<file path="src/rtl/turn_timer.sv">
// Turn timer: prescaled seconds countdown that reports a finished turn to the
// game-turn controller and distinguishes an expired turn from a committed move.
//
// state | meaning
// IDLE  | waiting for a rising edge on info
// COUNT | countdown active, accepting player moves
// DONE  | turn finished; waits for info and alu_turn to drop
module turn_timer #(
  parameter int unsigned TICK_DIV     = 50000000,
  parameter int unsigned TURN_SECONDS = 15
) (
  input  logic       clk_i,
  input  logic       rst_i,
  input  logic       info_i,
  input  logic       alu_turn_i,
  input  logic       move_valid_i,
  output logic       turn_done_o,
  output logic       timeout_o,
  output logic       move_reject_o,
  output logic       running_o,
  output logic [6:0] secs_left_o,
  output logic [3:0] secs_tens_o,
  output logic [3:0] secs_ones_o
);

  localparam int PW = $clog2(TICK_DIV);

  typedef enum logic [1:0] {IDLE, COUNT, DONE} state_t;

  state_t        state_q, state_d;
  logic [PW-1:0] presc_q, presc_d;
  logic [6:0]    secs_q, secs_d;
  logic          info_q;
  logic          turn_done_q, turn_done_d;
  logic          timeout_q, timeout_d;
  logic          move_reject_q, move_reject_d;
  logic          start;
  logic          tick;

  assign start = info_i & ~info_q;
  assign tick  = (presc_q == PW'(TICK_DIV - 1));

  always_ff @(posedge clk_i) begin
    if (rst_i) begin
      state_q       <= IDLE;
      presc_q       <= '0;
      secs_q        <= '0;
      info_q        <= 1'b0;
      turn_done_q   <= 1'b0;
      timeout_q     <= 1'b0;
      move_reject_q <= 1'b0;
    end else begin
      state_q       <= state_d;
      presc_q       <= presc_d;
      secs_q        <= secs_d;
      info_q        <= info_i;
      turn_done_q   <= turn_done_d;
      timeout_q     <= timeout_d;
      move_reject_q <= move_reject_d;
    end
  end

  always_comb begin
    state_d       = state_q;
    presc_d       = presc_q;
    secs_d        = secs_q;
    turn_done_d   = 1'b0;
    timeout_d     = timeout_q;
    move_reject_d = 1'b0;
    unique case (state_q)
      IDLE: begin
        move_reject_d = move_valid_i;
        if (start) begin
          state_d = COUNT;
          secs_d  = 7'(TURN_SECONDS);
          presc_d = '0;
        end
      end
      COUNT: begin
        move_reject_d = move_valid_i & ~alu_turn_i;
        if (start) begin
          secs_d  = 7'(TURN_SECONDS);
          presc_d = '0;
        end else if (move_valid_i && alu_turn_i) begin
          // A move beats a simultaneous final tick, so secs_left is not decremented.
          state_d     = DONE;
          turn_done_d = 1'b1;
          timeout_d   = 1'b0;
        end else begin
          presc_d = tick ? '0 : presc_q + PW'(1);
          if (tick && secs_q != 7'd0) begin
            secs_d = secs_q - 7'd1;
            if (secs_q == 7'd1) begin
              state_d     = DONE;
              turn_done_d = 1'b1;
              timeout_d   = 1'b1;
            end
          end
        end
      end
      DONE: begin
        move_reject_d = move_valid_i;
        if (!info_i && !alu_turn_i) state_d = IDLE;
      end
      default: state_d = IDLE;
    endcase
  end

  assign turn_done_o   = turn_done_q;
  assign timeout_o     = timeout_q;
  assign move_reject_o = move_reject_q;
  assign running_o     = (state_q == COUNT);
  assign secs_left_o   = secs_q;
  assign secs_tens_o   = 4'(secs_q / 7'd10);
  assign secs_ones_o   = 4'(secs_q % 7'd10);

endmodule
</file>
<file path="config.mk">
export PLATFORM = sky130hd
export DESIGN_NAME = turn_timer
export DESIGN_NICKNAME = d
export VERILOG_FILES = /design/src/rtl/turn_timer.sv
export SDC_FILE = /design/constraint.sdc
export NUM_CORES = 1
export LEC_CHECK = 0
export ABC_AREA = 0
export CAP_MARGIN = 20
export CORE_AREA = 8 8 75 77
export DETAILED_ROUTE_END_ITERATION = 10
export DIE_AREA = 0 0 83 85
export PLACE_DENSITY_LB_ADDON = 0.05
export SYNTH_ARGS = -nofsm -noshare
export SYNTH_HDL_FRONTEND = slang
export SYNTH_SLANG_ARGS = --single-unit
</file>
<file path="constraint.sdc">
create_clock -name clk_i -period 3.58 [get_ports clk_i]
set_input_delay 0.716 -clock clk_i [delete_from_list [all_inputs] [get_ports clk_i]]
set_output_delay 0.716 -clock clk_i [all_outputs]
set_load 0.01 [all_outputs]
</file>
==> results.md <==
* Antenna viol nets, final at 0
* Leakage at about 1.0 nW
* M1 GR Usage at 0.172
* Port bufs at 23
* Worst Path Required at 2860 ps
* Design Power at 1.10 mW
* Busiest grt layer: met2
* Slowest CP cell: clkdlybuf4s50_1
* Setup slack after layout at 224 ps
* Vias in the first global route at between 1500 and 2000
* Crit-path cells: and2b_2, a2111oi_4, xor2_1, ha_2, o21ai_0, a21bo_2, clkdlybuf4s50_1
* Power density cells at ~400 nW/µm²
* Final period utilization at 0.938
* GR Overflow Total at 0
* Area share of xor/xnor cells in the synthesized design at 0.113
* H-tree levels at 2
* Synth cell types at 58
* Tot GR Track Use at 0.139
* Fmax at 298 MHz
* Clk slew on worst S/H paths at 80 ps
* Yosys warns at 0
* Syn nets at 282
* Mapped Cells at 272
* Multiplexer share of the synthesized area at 0.00859
* Post-synthesis simple-gate area fraction at 0.342
* Hpwl dp at 3550 µm
* DRT Wirelength at just under 5000 µm
* # setup viols final at 0
* GP Congestion at about 0.8
* Clock Latency Late Sink at 290 ps
* Clock Path Buffers at 2
* Num CTS Buffers at 5
* Die width at 83 µm
* Post-synthesis compound-gate area fraction at 0.127
* Slew at the pin with the worst max-slew slack at between 600 and 700 ps
* Slowest stage delay, CP at approximately 480 ps
* Largest family of logic cells by synthesized area: simple AND/OR/NAND/NOR gates
* Total negative slack at 0 ps
* Total die area at 7060 µm²
* Vias/cell at 5.45
* Max Cap Violations at 0
* Row cnt at 25
* Post-Syn Area at between 2000 and 2500 µm²
* Final slew viol count at 0
* Crit path max fanout at 5
* Hold buffer count at cts at 0
* Syn avg cell area at 8.57 µm²
* Initial antenna violation count at 0
* First-pass GRT wire length at 8270 µm
* Starting Density at 0.514
* Pre-CTS setup slack at between 150 and 200 ps
* Worst hold path class: reg2reg
* Fin. Hold Viols at 0
* Clock sinks at 39
* Worst vdd ir at 0.231 mV
* Global Route met3 Usage at 0.0412
* DRT Pass-1 Iters at 4
* Core Util, Final at 0.618
* Adder-Cell Fraction of Synth Area at 0.0268
* CTS tree: yes
* Largest net degree at the start of global routing at 26
* RSZ-0062 raised after global routing: no
* DRC Markers at 0
* Antenna cells at 0
* # nets final at 309
* Fin Hold WS at 473 ps
* Clock root cell: clkbuf_8
* Top_reg_cell synth: dfxtp_1
* Drt initial violations at 84
* Critical path class: reg2out
* I/O pin total at 24
* Status: finished clean
* Worst clock skew at 7.90 ps
* Share of layout cells above drive strength 1 at 0.157
* Post-synth ARST share at 0
* Core area at 4540 µm²
* CP endpoint kind: output port
* Die height at 85 µm
* Slew headroom at 0.581
* DR vias at 1929
* Crit path time final at about 3400 ps
* Area growth syn-to-layout at 20.2%
* Drt wl/cell at 13.9 µm
* Number of synthesized flops with an enable pin at 0
* Register area share after synthesis at 0.335
* CP arrival at 2640 ps
* FF+latch count, synth at 39
* GR Util met2 at 0.222
* Worst setup SP type: register
[path summary, 6_finish.rpt]
| kind | startpoint | slack [ps] | depth (start not counted) | to |
|---|---|---|---|---|
| setup / recovery | secs_left_o[4]$_SDFFE_PP0P_ | 220 | 7 | secs_tens_o[0] |
| hold / removal | timeout_o$_SDFFE_PP0P_ | 470 | 2 | timeout_o$_SDFFE_PP0P_ |
| setup reg to reg | presc_q[2]$_SDFFE_PP0P_ | 1450 | 6 | presc_q[24]$_SDFFE_PP0P_ |
| hold reg to reg | timeout_o$_SDFFE_PP0P_ | 470 | 2 | timeout_o$_SDFFE_PP0P_ |
[stage by stage]
stage / std cells / instance area, µm²
floorplan: 272 / 2330
global placement: 343 / 2590
detailed placement: 343 / 2590
CTS: 352 / 2780
global route: 354 / 2800
finish: 354 / 2800
[layer usage]
| metal | share of wire | up-vias |
|---|---|---|
| met2 | 0.47 | 34 |
| met3 | 0.041 | 5 |
| met5 | 0 | - |
| met4 | 0.012 | 0 |
| met1 | 0.47 | 880 |
| li1 | - | 1010 |
[flip-flops by register name, summed over array words and instances, names as in the netlist]
name	cells
secs_left_o	7
move_reject_o	1
timeout_o	1
state_q	2
turn_done_o	1
info_q	1
presc_q	26
[cell usage after synthesis, drive strengths merged (2+ instances only)]
cell,n,share of area
or4,2,0.0081
or3,2,0.0075
xor2,19,0.071
inv,8,0.013
nor2b,4,0.012
nor2,47,0.078
nand4,6,0.016
dfxtp,39,0.33
clkbuf,3,0.0048
a211oi,2,0.0064
and4b,2,0.0086
o21ai,14,0.030
ha,5,0.027
buf,9,0.030
and3b,2,0.0075
xnor2,11,0.041
nor3,11,0.033
a21oi,12,0.031
nor4,5,0.035
nor4b,3,0.011
nand2b,4,0.011
nand2,16,0.029
o211ai,3,0.0097
and4,5,0.019
a221oi,2,0.0075
and3,3,0.0086
mux2i,2,0.0086
nand3,16,0.036
[cells in the final DEF, fill, tap and decap left out, types with 8 or more instances in the layout]
master,synthesis,routed
inv_1,8,8
dfxtp_1,39,36
xnor2_1,11,11
buf_4,2,9
xor2_1,19,18
nor2_1,45,45
nor3_1,8,8
nand2_1,15,15
o21ai_0,14,14
clkdlybuf4s50_1,0,21
a21oi_1,11,11
nand3_1,15,15
[power by group]
group / internal (mW) / switching [mW] / leakage, nW
registers: 0.444 / 0.0112 / 0.318
clock network: 0.278 / 0.159 / 0.0644
logic: 0.102 / 0.110 / 0.629
total: 0.824 / 0.280 / 1.01
[worst max-delay path, delay by kind of cell, from the launching register on]
| family | cells | cell delay, ps |
|---|---|---|
| compound gates | 3 | 730 |
| fa+ha+maj | 1 | 240 |
| simple gates | 1 | 270 |
| flops | 1 | 380 |
| xor+xnor | 1 | 240 |
| buf+inv | 1 | 480 |
[logic make-up (layout without fill, tap and decap cells)]
| kind of cell | Yosys count | in the layout |
|---|---|---|
| and+or+nand+nor | 133 | 133 |
| xor gates and xnor gates | 30 | 30 |
| buffers and inverters | 20 | 48 |
| DFF | 39 | 39 |
| muxes | 2 | 2 |
| adders and majority gates | 5 | 5 |
| AOI/OAI and AO/OA | 43 | 43 |
[cell type report]
class	count	area, µm²
Fill cell	411	1730
Multi-Input combinational cell	213	1480
Sequential cell	39	785
Timing Repair Buffer	32	303
Clock buffer	5	68.8
Clock inverter	3	67.6
Tap cell	54	67.6
Inverter	8	30.0
[what timing repair did]
| action | CTS | global route |
|---|---|---|
| endpoints found under the setup margin | 2 | 2 |
| resized for setup | 7 | 5 |
| pin swaps | 1 | 3 |
| setup buffers | 1 | 2 |
Power figures use the tool's default switching activity.
